===== config.mk =====
export PLATFORM = sky130hd
export DESIGN_NAME = instr_fetch_buffer_flat
export DESIGN_NICKNAME = d
export VERILOG_FILES = /design/src/rtl/instr_fetch_buffer_if.sv /design/src/rtl/instr_fetch_buffer.sv /design/src/flat_wrapper.sv
export SDC_FILE = /design/constraint.sdc
export NUM_CORES = 1
export LEC_CHECK = 0
export BUFFER_PORTS_ARGS = -buffer_cell sky130_fd_sc_hd__buf_2
export CORE_UTILIZATION = 35
export CTS_CLUSTER_SIZE = 40
export DETAILED_ROUTE_END_ITERATION = 8
export GPL_TIMING_DRIVEN = 0
export SKIP_CTS_REPAIR_TIMING = 1
export SYNTH_ARGS = -nofsm -noshare
export SYNTH_HDL_FRONTEND = slang
export SYNTH_HIERARCHICAL = 1
export SYNTH_SLANG_ARGS = --single-unit

===== constraint.sdc =====
create_clock -name clk -period 22.7 [get_ports clk]
set_clock_uncertainty 0.1 [all_clocks]
set_input_delay 2.27 -clock clk [delete_from_list [all_inputs] [get_ports clk]]
set_output_delay 2.27 -clock clk [all_outputs]
set_load 0.01 [all_outputs]

===== src/rtl/instr_fetch_buffer_if.sv =====
// Handshake and memory bus between the PC-update stage, instruction memory,
// decode and the instruction fetch buffer.

interface instr_fetch_buffer_if;
    logic        pc_valid;
    logic [31:0] pc;
    logic        pc_ready;
    logic        flush;
    logic        imem_req;
    logic [31:0] imem_addr;
    logic [31:0] imem_rdata;
    logic        if_valid;
    logic [31:0] if_pc;
    logic [31:0] if_instr;
    logic        if_misaligned;
    logic        if_ready;

    modport master (
        output pc_valid, pc, flush, imem_rdata, if_ready,
        input  pc_ready, imem_req, imem_addr, if_valid, if_pc, if_instr, if_misaligned
    );

    modport slave (
        input  pc_valid, pc, flush, imem_rdata, if_ready,
        output pc_ready, imem_req, imem_addr, if_valid, if_pc, if_instr, if_misaligned
    );
endinterface


===== src/rtl/instr_fetch_buffer.sv =====
// Instruction fetch buffer: issues fixed-latency imem reads for accepted PCs and
// queues {pc, instr, misaligned} for decode; a flush drops buffered and in-flight fetches.

module instr_fetch_buffer_chk #(
    parameter int DEPTH = 4
) (
    input logic                     clk,
    input logic                     rst,
    input logic                     push_s,
    input logic                     pop_s,
    input logic [$clog2(DEPTH):0]   occ_r,
    input logic [$clog2(DEPTH):0]   inflight_r
);
    localparam int CNT_W = $clog2(DEPTH) + 1;
    localparam logic [CNT_W:0] DEPTH_C = (CNT_W + 1)'(DEPTH);

    no_overflow_a: assert property (@(posedge clk) disable iff (rst)
        !(push_s && !pop_s && ({1'b0, occ_r} == DEPTH_C)));

    credit_bound_a: assert property (@(posedge clk) disable iff (rst)
        (({1'b0, occ_r} + {1'b0, inflight_r}) <= DEPTH_C));
endmodule

module instr_fetch_buffer #(
    parameter int DEPTH       = 4,
    parameter int MEM_LATENCY = 1
) (
    input logic                  clk,
    input logic                  rst,
    instr_fetch_buffer_if.slave  bus
);
    localparam int PTR_W = $clog2(DEPTH);
    localparam int CNT_W = PTR_W + 1;
    localparam logic [PTR_W-1:0] PTR_ONE = PTR_W'(1);
    localparam logic [CNT_W-1:0] CNT_ONE = CNT_W'(1);
    localparam logic [CNT_W:0]   DEPTH_C = (CNT_W + 1)'(DEPTH);

    logic [31:0]            fifo_pc_r    [DEPTH];
    logic [31:0]            fifo_instr_r [DEPTH];
    logic [DEPTH-1:0]       fifo_mis_r;
    logic [PTR_W-1:0]       rd_ptr_r;
    logic [PTR_W-1:0]       wr_ptr_r;
    logic [CNT_W-1:0]       occ_r;
    logic [CNT_W-1:0]       inflight_r;
    logic [31:0]            pipe_pc_r    [MEM_LATENCY];
    logic [MEM_LATENCY-1:0] pipe_mis_r;
    logic [MEM_LATENCY-1:0] pipe_live_r;

    logic                   credit_s;
    logic                   pc_ready_s;
    logic                   accept_s;
    logic                   push_s;
    logic                   pop_s;
    logic                   if_valid_s;
    logic [CNT_W-1:0]       occ_nxt_s;
    logic [CNT_W-1:0]       inflight_nxt_s;

    // A credit covers both buffered and in-flight fetches; a pop only frees it next cycle.
    assign credit_s   = ({1'b0, occ_r} + {1'b0, inflight_r}) < DEPTH_C;
    assign pc_ready_s = !rst && !bus.flush && credit_s;
    assign accept_s   = bus.pc_valid && pc_ready_s;
    assign push_s     = pipe_live_r[MEM_LATENCY-1] && !bus.flush;
    assign if_valid_s = (occ_r != {CNT_W{1'b0}});
    assign pop_s      = if_valid_s && bus.if_ready && !bus.flush;

    // Next occupancy and in-flight counts; a flush zeroes both.
    always_comb begin
        occ_nxt_s      = occ_r;
        inflight_nxt_s = inflight_r;
        if (bus.flush) begin
            occ_nxt_s      = {CNT_W{1'b0}};
            inflight_nxt_s = {CNT_W{1'b0}};
        end else begin
            case ({push_s, pop_s})
                2'b10:   occ_nxt_s = occ_r + CNT_ONE;
                2'b01:   occ_nxt_s = occ_r - CNT_ONE;
                default: occ_nxt_s = occ_r;
            endcase
            case ({accept_s, pipe_live_r[MEM_LATENCY-1]})
                2'b10:   inflight_nxt_s = inflight_r + CNT_ONE;
                2'b01:   inflight_nxt_s = inflight_r - CNT_ONE;
                default: inflight_nxt_s = inflight_r;
            endcase
        end
    end

    // FIFO pointers and counters.
    always_ff @(posedge clk or posedge rst) begin
        if (rst) begin
            rd_ptr_r   <= {PTR_W{1'b0}};
            wr_ptr_r   <= {PTR_W{1'b0}};
            occ_r      <= {CNT_W{1'b0}};
            inflight_r <= {CNT_W{1'b0}};
        end else begin
            occ_r      <= occ_nxt_s;
            inflight_r <= inflight_nxt_s;
            if (bus.flush) begin
                rd_ptr_r <= {PTR_W{1'b0}};
                wr_ptr_r <= {PTR_W{1'b0}};
            end else begin
                if (push_s) wr_ptr_r <= wr_ptr_r + PTR_ONE;
                if (pop_s)  rd_ptr_r <= rd_ptr_r + PTR_ONE;
            end
        end
    end

    // Latency pipe: stage 0 takes the accepted PC, the tail lines up with imem_rdata.
    always_ff @(posedge clk or posedge rst) begin
        if (rst) begin
            pipe_live_r <= {MEM_LATENCY{1'b0}};
            pipe_mis_r  <= {MEM_LATENCY{1'b0}};
            for (int i = 0; i < MEM_LATENCY; i++) pipe_pc_r[i] <= 32'h0000_0000;
        end else begin
            pipe_live_r[0] <= accept_s;
            pipe_pc_r[0]   <= bus.pc;
            pipe_mis_r[0]  <= (bus.pc[1:0] != 2'b00);
            for (int i = 1; i < MEM_LATENCY; i++) begin
                pipe_live_r[i] <= pipe_live_r[i-1] && !bus.flush;
                pipe_pc_r[i]   <= pipe_pc_r[i-1];
                pipe_mis_r[i]  <= pipe_mis_r[i-1];
            end
        end
    end

    // FIFO storage, written from the pipe tail together with the returning word.
    always_ff @(posedge clk or posedge rst) begin
        if (rst) begin
            fifo_mis_r <= {DEPTH{1'b0}};
            for (int i = 0; i < DEPTH; i++) begin
                fifo_pc_r[i]    <= 32'h0000_0000;
                fifo_instr_r[i] <= 32'h0000_0000;
            end
        end else if (push_s) begin
            fifo_pc_r[wr_ptr_r]    <= pipe_pc_r[MEM_LATENCY-1];
            fifo_instr_r[wr_ptr_r] <= bus.imem_rdata;
            fifo_mis_r[wr_ptr_r]   <= pipe_mis_r[MEM_LATENCY-1];
        end
    end

    assign bus.pc_ready      = pc_ready_s;
    assign bus.imem_req      = accept_s;
    assign bus.imem_addr     = {bus.pc[31:2], 2'b00};
    assign bus.if_valid      = if_valid_s;
    assign bus.if_pc         = fifo_pc_r[rd_ptr_r];
    assign bus.if_instr      = fifo_instr_r[rd_ptr_r];
    assign bus.if_misaligned = fifo_mis_r[rd_ptr_r];

    instr_fetch_buffer_chk #(.DEPTH(DEPTH)) u_chk (
        .clk        (clk),
        .rst        (rst),
        .push_s     (push_s),
        .pop_s      (pop_s),
        .occ_r      (occ_r),
        .inflight_r (inflight_r)
    );
endmodule


===== src/flat_wrapper.sv =====
// flat-port wrapper written by rule: the top's interface ports become plain ports
module instr_fetch_buffer_flat 
#(
    parameter int DEPTH       = 4,
    parameter int MEM_LATENCY = 1
)
  (clk, rst, bus_pc_valid, bus_pc, bus_flush, bus_imem_rdata, bus_if_ready, bus_pc_ready, bus_imem_req, bus_imem_addr, bus_if_valid, bus_if_pc, bus_if_instr, bus_if_misaligned);
  instr_fetch_buffer_if bus_i ();
  input logic clk;
  input logic rst;
  input wire logic [$bits(bus_i.pc_valid)-1:0] bus_pc_valid;
  input wire logic [$bits(bus_i.pc)-1:0] bus_pc;
  input wire logic [$bits(bus_i.flush)-1:0] bus_flush;
  input wire logic [$bits(bus_i.imem_rdata)-1:0] bus_imem_rdata;
  input wire logic [$bits(bus_i.if_ready)-1:0] bus_if_ready;
  output wire logic [$bits(bus_i.pc_ready)-1:0] bus_pc_ready;
  output wire logic [$bits(bus_i.imem_req)-1:0] bus_imem_req;
  output wire logic [$bits(bus_i.imem_addr)-1:0] bus_imem_addr;
  output wire logic [$bits(bus_i.if_valid)-1:0] bus_if_valid;
  output wire logic [$bits(bus_i.if_pc)-1:0] bus_if_pc;
  output wire logic [$bits(bus_i.if_instr)-1:0] bus_if_instr;
  output wire logic [$bits(bus_i.if_misaligned)-1:0] bus_if_misaligned;
  assign bus_i.pc_valid = bus_pc_valid;
  assign bus_i.pc = bus_pc;
  assign bus_i.flush = bus_flush;
  assign bus_i.imem_rdata = bus_imem_rdata;
  assign bus_i.if_ready = bus_if_ready;
  assign bus_pc_ready = bus_i.pc_ready;
  assign bus_imem_req = bus_i.imem_req;
  assign bus_imem_addr = bus_i.imem_addr;
  assign bus_if_valid = bus_i.if_valid;
  assign bus_if_pc = bus_i.if_pc;
  assign bus_if_instr = bus_i.if_instr;
  assign bus_if_misaligned = bus_i.if_misaligned;
  instr_fetch_buffer #(.DEPTH(DEPTH), .MEM_LATENCY(MEM_LATENCY)) u_core (.clk(clk), .rst(rst), .bus(bus_i));
endmodule

==> results of run 1 <==
stage by stage:
step	power [W]	cell area (um2)	util, %
2_1_floorplan	0.001009	13100	-
3_5_place_dp	0.001188	14580	39.72
4_1_cts	0.001753	15720	42.83
3_3_place_gp	0.001179	14510	39.55
5_1_grt	0.001817	15720	42.83
6_report	0.001721	15720	42.83
worst max path at each step:
stage | slack [ps] | to | depth (start not counted)
2_1_floorplan | 11930 | u_core/fifo_instr_r[0] | 1
3_3_place_gp | 8220 | u_core/fifo_pc_r[119] | 2
3_5_place_dp | 17260 | bus_imem_req | 5
4_1_cts | 17260 | bus_imem_req | 5
5_1_grt | 17150 | bus_imem_req | 5
6_report | 17280 | bus_imem_req | 5
cell type report:
type,count,share of cell area [%]
timing repair buffer,168,5.636
antenna,1,0.01592
clock inverter,9,0.7164
sequential,304,48.40
buffer,77,3.996
tap,468,3.725
clock buffer,54,6.543
inverter,4,0.1433
multi-input combinational,383,30.83
power groups by stage:
| stage | Clock (W) | Sequential (W) | Combinational (W) |
|---|---|---|---|
| 3_5_place_dp | 0 | 0.000696 | 0.000493 |
| 6_report | 0.000554 | 0.000687 | 0.000480 |
| 2_1_floorplan | 0 | 0.000680 | 0.000329 |
| 3_3_place_gp | 0 | 0.000695 | 0.000485 |
| 5_1_grt | 0.000596 | 0.000699 | 0.000522 |
| 4_1_cts | 0.000572 | 0.000687 | 0.000494 |
metal layers:
| metal | vias up | global-route usage, % | routed length [um] |
|---|---|---|---|
| met5 | - | 0 | 0 |
| met4 | 0 | 4.141 | 598 |
| met3 | 46 | 2.832 | 1140 |
| met2 | 137 | 23.04 | 12670 |
| met1 | 3713 | 20.66 | 12710 |
| li1 | 3200 | - | - |
sequential cells by signal, summed over array words and instances (netlist names):
name                 flops
u_core/fifo_instr_r    128
u_core/pipe_mis_r        1
u_core/fifo_mis_r        4
u_core/pipe_live_r       1
u_core/fifo_pc_r       128
u_core/pipe_pc_r        32
u_core/inflight_r        3
u_core/occ_r             3
u_core/rd_ptr_r          2
u_core/wr_ptr_r          2
critical path, cell delays in order:
cell and delay, ps:
buf_2 140, nor3_2 210, nand4_2 180, inv_1 110, buf_2 130
placed cells by master (no fill, tap or decap), types with 2 or more instances in the layout:
cell	Yosys	final
or2_2	2	2
buf_16	0	2
nor2_1	8	8
dfrtp_1	304	304
clkinv_2	0	4
fa_1	2	2
buf_4	34	34
nor3_1	3	3
ha_1	6	6
buf_2	17	183
xor2_1	4	4
clkbuf_1	1	13
nor2b_1	4	4
clkbuf_8	1	7
clkbuf_16	0	36
mux2_2	261	261
inv_1	4	3
buf_6	24	24
nand3_1	2	2
nand2b_1	2	2
conb_1	1	2
bufinv_16	0	2
nand2_1	5	5
mux2i_1	4	4
mux4_2	65	65
logic make-up after synthesis:
logic type,synth area share (%)
simple gates,1.453
mux,34.05
buf+inv,4.912
other cells,0.02864
xor+xnor,0.3345
fa+ha+maj,0.8792
compound gates,0.2388
flops,58.10
==> results.sh, run 1 <==
export IMPL_status="complete, no violations"
export IMPL_drtPass1Iterations=4
export IMPL_dp_cells=1404
export IMPL_netlist_top_cell_by_area="dfrtp_1"
export IMPL_internal_power_w=0.001237
export IMPL_nFillCells=3368
export IMPL_setup_tns_ps=0
export IMPL_slew_headroom_pct=53.28
export IMPL_tightest_slew_ps=700.9
export IMPL_synthArstFlopShare_pct=100.0
export IMPL_ant_nets=0
export IMPL_holdPathEnd="u_core/fifo_pc_r[23]"
export IMPL_synth_cell_types=34
export IMPL_synth_main_ff_cell="dfrtp_1"
export IMPL_setup_ws_ps=17280
export IMPL_drt_iter0_markers=216
export IMPL_p_per_area_nw_per_um2=109.5
export IMPL_seq_area_frac_synth_pct=58.10
export IMPL_die_area_um2=38190
export IMPL_coreArea_um2=36700
export IMPL_area_growth_pct=20.06
export IMPL_post_route_period_util_pct=23.89
export IMPL_hold_path_class="reg2reg"
export IMPL_synth_warnings=6
export IMPL_worstSkewPairLatency_ps=510
export IMPL_synth_edf_count=0
export IMPL_worst_ep_arrival_time_ps=3050
export IMPL_overflow=0
export IMPL_final_cells=1468
export IMPL_antenna_found_initial=1
export IMPL_syn_inst=767
export IMPL_hold_viol=0
export IMPL_required_ps=20330
export IMPL_synth_top_cells_by_count="304 x dfrtp_1, 261 x mux2_2, 65 x mux4_2"
export IMPL_worstSetupStartpoint="bus_flush"
export IMPL_seq_area_um2=7607
export IMPL_clock_tree_htree_level_count=2
export IMPL_rrSetupSlack_ps=20160
export IMPL_num_rows=70
export IMPL_crit_fanout=7
export IMPL_cp_start_kind="input pin"
export IMPL_min_path_cells=1
export IMPL_gp_congestion=0.7076
export IMPL_dieHeight_um=195.4
export IMPL_worstHoldStart="u_core/fifo_pc_r[23]"
export IMPL_clock_sinks=304
export IMPL_switching_share_pct=28.12
export IMPL_wl_per_cell_um=18.48
export IMPL_pwr_share_clk_pct=32.2
export IMPL_start_util_pct=35.68
export IMPL_cts_buffer_depth=3
export IMPL_netlist_top_cells_area="dfrtp_1 58%, mux2_2 22%, mux4_2 11%"
export IMPL_peakVddDrop_uv=54.49
export IMPL_p_leak_nw=7.658
export IMPL_drive_gt1_share_pct=63.16
export IMPL_synth_avg_cell_area_um2=17.07
export IMPL_cts_buffers=35
export IMPL_post_dp_hpwl_um=18040
export IMPL_p_switching_w=0.0004839
export IMPL_synth_most_common_cell="dfrtp_1"
export IMPL_r2r_end="u_core/inflight_r[2]"
export IMPL_fin_nets=1050
export IMPL_synthDominantCellAreaShare_pct=58.10
export IMPL_via_per_inst=4.834
export IMPL_grt_pass1_vias=7523
export IMPL_maxSlewViolCount=0
export IMPL_pre_cts_ws_ps=17260
export IMPL_io_pins=169
export IMPL_pwr_share_seq_pct=39.9
export IMPL_dr_total_vias=7096
export IMPL_wl_um=27120
export IMPL_chipWidth_um=195.4
export IMPL_rsz0062_at_grt="no"
export IMPL_multi_input_area_um2=4846
export IMPL_finalCriticalPeriod_ps=5422
export IMPL_grt_first_pass_wirelength_um=43410
export IMPL_timing_rr_start="u_core/occ_r[2]"
export IMPL_setup_viol=0
export IMPL_grt_usage_pct=14.66
export IMPL_cts_tree="yes"
export IMPL_synth_area_um2=13090
export IMPL_clock_root_buffer="clkbuf_16"
export IMPL_hold_ws_ps=396.0
export IMPL_combPwrFrac_pct=27.9
export IMPL_ys_ff_latch=304
export IMPL_r2r_worst_path_cells=8
export IMPL_cts_clk_slew_worst_paths_ps=60
export IMPL_grt_max_degree=122
export IMPL_numPortBuffers=166
export IMPL_max_cap_violations=0
export IMPL_endpoint_kind="output pin"
export IMPL_fmax_mhz=184.4
export IMPL_critPathKind="in2out"
export IMPL_drc=0
Note: power is estimated with default switching activity, not from simulation.
==> run 2: changes to the inputs <==
--- a/config.mk
+++ b/config.mk
@@ -5,6 +5,7 @@
 export SDC_FILE = /design/constraint.sdc
 export NUM_CORES = 1
 export LEC_CHECK = 0
+export ABC_AREA = 1
 export BUFFER_PORTS_ARGS = -buffer_cell sky130_fd_sc_hd__buf_2
 export CORE_UTILIZATION = 35
 export CTS_CLUSTER_SIZE = 40
==> constraint.sdc (replaced) <==
create_clock -name clk -period 5.6 [get_ports clk]
set_clock_uncertainty 0.1 [all_clocks]
set_input_delay 0.56 -clock clk [delete_from_list [all_inputs] [get_ports clk]]
set_output_delay 0.56 -clock clk [all_outputs]
set_load 0.01 [all_outputs]
==> run 2 against run 1 <==
- the flow now finishes with violations (design-rule violations)
- sequential share of layout area up 0.80 points
- utilization up 0.43 points
- global-route usage up 5.9 points
- die area down 2.2%
- combinational power rose to 3.9 times the previous value
- first-iteration DRC count rose to 4.2 times the previous value
- critical path depth up 1
- clock-buffer cell count down 6
- sequential power rose to 4.0 times the previous value
- synthesized area down 2.2%
- flip-flop and latch count unchanged
- register-to-register slack worse by 17000 ps
- highest routed layer unchanged
==> results.sh, run 2 <==
export IMPL_post_route_period_util_pct=59.10
export IMPL_min_path_cells=1
export IMPL_synth_warnings=6
export IMPL_pre_cts_ws_ps=1868
export IMPL_crit_fanout=10
export IMPL_cts_tree="yes"
export IMPL_syn_inst=1424
export IMPL_seq_area_um2=7607
export IMPL_rrSetupSlack_ps=3200
export IMPL_cp_start_kind="flip-flop"
export IMPL_violations="design-rule violations"
export IMPL_wl_um=37810
export IMPL_drive_gt1_share_pct=19.18
export IMPL_start_util_pct=35.82
export IMPL_ant_nets=0
export IMPL_grt_max_degree=44
export IMPL_tightest_slew_ps=801.1
export IMPL_dr_total_vias=10710
export IMPL_drtPass1Iterations=7
export IMPL_netlist_top_cells_area="dfrtp_1 59%, o21ai_0 15%, nand2_1 8.6%"
export IMPL_nFillCells=3625
export IMPL_synth_top_cells_by_count="393 x o21ai_0, 304 x dfrtp_1, 292 x nand2_1"
export IMPL_maxSlewViolCount=0
export IMPL_layout_commonest_cell="o21ai_0"
export IMPL_p_leak_nw=7.633
export IMPL_setup_viol=0
export IMPL_final_cell_area_um2=15460
export IMPL_via_per_inst=5.052
export IMPL_synth_most_common_cell="o21ai_0"
export IMPL_synth_edf_count=0
export IMPL_numPortBuffers=166
export IMPL_timing_rr_start="u_core/occ_r[2]"
export IMPL_chipWidth_um=193.3
export IMPL_cts_buffer_depth=3
export IMPL_netlist_top_cell_by_area="dfrtp_1"
export IMPL_multi_input_area_um2=4227
export IMPL_die_area_um2=37350
export IMPL_gp_congestion=0.8020
export IMPL_synth_avg_cell_area_um2=8.990
export IMPL_ys_ff_latch=304
export IMPL_grt_first_pass_wirelength_um=60440
export IMPL_clock_sinks=304
export IMPL_r2r_worst_path_cells=14
export IMPL_area_growth_pct=20.79
export IMPL_num_rows=69
export IMPL_endpoint_kind="output pin"
export IMPL_final_cell_mix="393 x o21ai_0, 304 x dfrtp_1, 292 x nand2_1, 205 x buf_2, 134 x nor2_1"
export IMPL_synth_main_ff_cell="dfrtp_1"
export IMPL_required_ps=4940
export IMPL_synthArstFlopShare_pct=100.0
export IMPL_diodes=0
export IMPL_worst_ep_arrival_time_ps=2650
export IMPL_peakVddDrop_uv=195.9
export IMPL_synth_area_um2=12800
export IMPL_fin_nets=1712
export IMPL_clock_root_buffer="clkbuf_16"
export IMPL_p_per_area_nw_per_um2=439.1
export IMPL_holdPathEnd="u_core/pipe_pc_r[0]"
export IMPL_reg_top3="u_core/fifo_instr_r: 128 flops, u_core/fifo_pc_r: 128 flops, u_core/pipe_pc_r: 32 flops"
export IMPL_fmax_mhz=302.2
export IMPL_drt_iter0_markers=902
export IMPL_setup_ws_ps=2291
export IMPL_status="complete, but fails checks"
export IMPL_grt_usage_pct=20.57
export IMPL_antenna_found_initial=0
export IMPL_r2r_end="u_core/inflight_r[2]"
export IMPL_post_dp_hpwl_um=26220
export IMPL_synthDominantCellAreaShare_pct=59.42
export IMPL_hold_viol=0
export IMPL_overflow=0
export IMPL_finalCriticalPeriod_ps=3309
export IMPL_io_pins=169
export IMPL_worstHoldStart="bus_pc[0]"
export IMPL_max_cap_violations=0
export IMPL_critPathKind="reg2out"
export IMPL_coreArea_um2=35740
export IMPL_hold_path_class="in2reg"
export IMPL_grt_pass1_vias=10620
export IMPL_dieHeight_um=193.3
export IMPL_place_area_um2=14380
export IMPL_rsz0062_at_grt="no"
export IMPL_cts_clk_slew_worst_paths_ps=60
export IMPL_clock_tree_htree_level_count=2
export IMPL_seq_area_frac_synth_pct=59.42
export IMPL_synth_cell_types=26
export IMPL_slew_headroom_pct=46.48
export IMPL_wl_per_cell_um=17.84
export IMPL_worstSkewPairLatency_ps=510
export IMPL_drc=9
export IMPL_cts_buffers=34
[run 2: per-layer routing]
metal,vias to the layer above,global-route usage (%),wire length [um]
met2,388,32.66,17370
li1,5097,-,-
met3,59,3.888,2514
met4,0,5.956,835
met5,-,0,0
met1,5161,28.68,17080
[run 2: per-stage QoR]
step | cells | TNS, ps | util, % | hold WS [ps] | power, W
floorplan | 1425 | -3440 | - | 347.8 | 0.003833
global placement | 2052 | -325310 | 39.78 | 360.2 | 0.004610
detailed placement | 2060 | 0 | 40.23 | 367.7 | 0.004656
CTS | 2119 | 0 | 43.26 | 44.69 | 0.006860
global route | 2119 | 0 | 43.26 | 48.54 | 0.007198
finish | 2119 | 0 | 43.26 | 63.88 | 0.006790
[run 2: worst max-delay path: stages (launching register included)]
cell and delay (ps):
dfrtp_1 460, inv_1 180, buf_2 270, clkbuf_1 570
nor2_1 80, o22ai_1 360, buf_2 210
[run 2: worst max-delay path by stage]
stage                            start                    to  slack [ps]  depth (start not counted)
global route                       rst          bus_imem_req        2060                         10
detailed placement                 rst  u_core/inflight_r[2]        1870                         17
finish              u_core/rd_ptr_r[0]     bus_if_misaligned        2290                          6
global placement                   rst  u_core/inflight_r[2]       -3070                         14
CTS                                rst          bus_imem_req        2250                         10
floorplan                          rst  u_core/inflight_r[2]        -840                         13
[run 2: where the power goes]
group	switching (W)	internal (W)
Clock	0.000878	0.00131
Combinational	0.00120	0.000678
Sequential	0.000186	0.00254
[run 2: layout make-up]
class	instances	share of cell area [%]
clock buffer	48	6.303
buffer	130	4.394
inverter	78	1.918
multi-input combinational	913	27.33
sequential	304	49.19
clock inverter	11	0.7201
tap	461	3.730
timing repair buffer	174	6.408
[run 2: cells by family after synthesis]
family          after synthesis  synth area share, %
simple gates                438                13.14
xor+xnor                      3               0.2053
fa+ha+maj                     8               0.8991
flops                       304                59.42
compound gates              462                18.72
buf+inv                     208                7.594
other cells                   1              0.02929
==> run 3: changes to the inputs <==
--- a/config.mk
+++ b/config.mk
@@ -5,7 +5,7 @@
 export SDC_FILE = /design/constraint.sdc
 export NUM_CORES = 1
 export LEC_CHECK = 0
-export ABC_AREA = 1
+export ABC_AREA = 0
 export BUFFER_PORTS_ARGS = -buffer_cell sky130_fd_sc_hd__buf_2
 export CORE_UTILIZATION = 35
 export CTS_CLUSTER_SIZE = 40
==> constraint.sdc (replaced) <==
create_clock -name clk -period 3.45 [get_ports clk]
set_clock_uncertainty 0.1 [all_clocks]
set_input_delay 0.345 -clock clk [delete_from_list [all_inputs] [get_ports clk]]
set_output_delay 0.345 -clock clk [all_outputs]
set_load 0.01 [all_outputs]
==> run 3 against run 2 <==
- the run now ends clean
- final cell count fell by 29%
- sequential share of layout area decreased by 2.5 points
- cell area increased by 5.3%
- critical path depth fell by 1
- global-route usage down 5.8 points
- setup slack worse by 1700 ps
- clock-buffer cell count rose by 3
- critical endpoint is now bus_if_instr[17]
- largest cell class unchanged
- largest power group unchanged
==> results.sh, run 3 (synthesized netlist as in run 1, its figures left out) <==
export IMPL_grt_usage_pct=14.74
export IMPL_maxSlewViolCount=0
export IMPL_layout_commonest_cell="dfrtp_1"
export IMPL_overflow=0
export IMPL_cts_tree="yes"
export IMPL_num_rows=70
export IMPL_rsz0062_at_grt="no"
export IMPL_required_ps=3000
export IMPL_wl_met1_um=12810
export IMPL_dp_cells=1410
export IMPL_numPortBuffers=166
export IMPL_clock_sinks=304
export IMPL_rrSetupSlack_ps=920
export IMPL_fin_nets=1094
export IMPL_dr_wl_met2_um=12930
export IMPL_p_total_w=0.01166
export IMPL_p_leak_nw=7.908
export IMPL_endpoint_kind="output pin"
export IMPL_setup_viol=0
export IMPL_post_route_period_util_pct=81.57
export IMPL_gp_congestion=0.7193
export IMPL_drtPass1Iterations=4
export IMPL_final_cells=1511
export IMPL_hold_path_class="in2reg"
export IMPL_cts_buffer_depth=3
export IMPL_slew_headroom_pct=55.79
export IMPL_peakVddDrop_uv=318.5
export IMPL_clock_root_buffer="clkbuf_16"
export IMPL_via_per_inst=4.821
export IMPL_grt_max_degree=41
export IMPL_drt_iter0_markers=278
export IMPL_finalCriticalPeriod_ps=2814
export IMPL_die_area_um2=38190
export IMPL_drc=0
export IMPL_final_cell_mix="304 x dfrtp_1, 261 x mux2_2, 183 x buf_2, 65 x mux4_2"
export IMPL_start_util_pct=35.68
export IMPL_wl_per_cell_um=18.31
export IMPL_hold_viol=0
export IMPL_setup_tns_ps=0
export IMPL_tightest_slew_ps=661.8
export IMPL_post_dp_hpwl_um=18390
export IMPL_cts_buffers=36
export IMPL_grt_pass1_vias=7611
export IMPL_clock_tree_htree_level_count=2
export IMPL_dr_total_vias=7285
export IMPL_ant_nets=0
export IMPL_place_area_um2=14680
export IMPL_reg_top3="u_core/fifo_instr_r: 128 flops, u_core/fifo_pc_r: 128 flops, u_core/pipe_pc_r: 32 flops"
export IMPL_coreArea_um2=36700
export IMPL_pre_cts_ws_ps=903.6
export IMPL_worst_ep_arrival_time_ps=2370
export IMPL_cp_start_kind="flip-flop"
export IMPL_critPathKind="reg2out"
export IMPL_status="complete, no violations"
export IMPL_grt_first_pass_wirelength_um=43660
export IMPL_worstSkewPairLatency_ps=520
export IMPL_antenna_found_initial=2
export IMPL_dieHeight_um=195.4
export IMPL_p_per_area_nw_per_um2=716.4
export IMPL_cts_clk_slew_worst_paths_ps=60
export IMPL_chipWidth_um=195.4
export IMPL_final_cell_area_um2=16280
export IMPL_io_pins=169
export IMPL_area_growth_pct=24.35
export IMPL_fmax_mhz=355.4
export IMPL_wl_um=27660
export IMPL_setup_ws_ps=635.9
export IMPL_crit_fanout=10
export IMPL_dr_max_layer_used="met5"
export IMPL_wl_met3_um=1403
export IMPL_drive_gt1_share_pct=61.52
export IMPL_max_cap_violations=0
==> run 3: cell types whose count changed in the layout (fill, tap and decap cells not counted), moves of 12 or more <==
cell           previous run  this run
o21ai_0                 393         1
nand2_1                 292         5
mux2_2                    0       261
nor2_1                  134         8
inv_1                    75         3
mux4_2                    0        65
o22ai_1                  65         0
clkbuf_1                 51         9
dlygate4sd3_1             0        37
buf_6                     1        24
buf_2                   205       183
clkbuf_2                 12         0
==> run 3: report_power, final <==
group | switching, W | total, W | internal (W)
Clock | 0.00146 | 0.00392 | 0.00247
Combinational | 0.00145 | 0.00322 | 0.00177
Sequential | 0.000323 | 0.00452 | 0.00420
Total | 0.00323 | 0.0117 | 0.00844
==> run 3: layout make-up <==
class | count | area [um2]
Fill cell | 3267 | 20420
Sequential cell | 304 | 7607
Multi-Input combinational cell | 383 | 4846
Timing Repair Buffer | 211 | 1361
Clock buffer | 51 | 1039
Buffer | 77 | 628.1
Tap cell | 468 | 585.6
Clock inverter | 12 | 192.7
Inverter | 4 | 18.77
Antenna cell | 1 | 2.502
==> run 3: final timing paths <==
check | from | endpoint | cells past startpoint
worst max-delay path | u_core/rd_ptr_r[0] | bus_if_instr[17] | 5
worst min-delay path | bus_imem_rdata[6] | u_core/fifo_instr_r[102] | 2
worst max register to register | u_core/occ_r[2] | u_core/inflight_r[2] | 8
worst min register to register | u_core/fifo_pc_r[20] | u_core/fifo_pc_r[20] | 1
max in group asynchronous | rst | u_core/fifo_pc_r[77] | 7
min in group asynchronous | rst | u_core/fifo_instr_r[28] | 3
==> run 3: through the flow <==
step,utilization [%],hold WS [ps]
global route,44.36,1.064
CTS,43.35,-193.6
floorplan,-,276.4
detailed placement,39.99,366.2
finish,44.36,1.834
global placement,39.56,363.3
==> run 3: worst max-delay path: stages, from the launching register on <==
cell      delay [ps]
dfrtp_1          320
clkbuf_1         200
buf_2            380
buf_2            390
mux4_2           380
buf_2            160
==> run 3: per-layer routing <==
layer / global-route usage (%) / vias to the layer above
met4: 3.995 / 2
met2: 22.76 / 144
met1: 20.62 / 3802
met5: 0 / -
met3: 3.696 / 51
li1: - / 3286
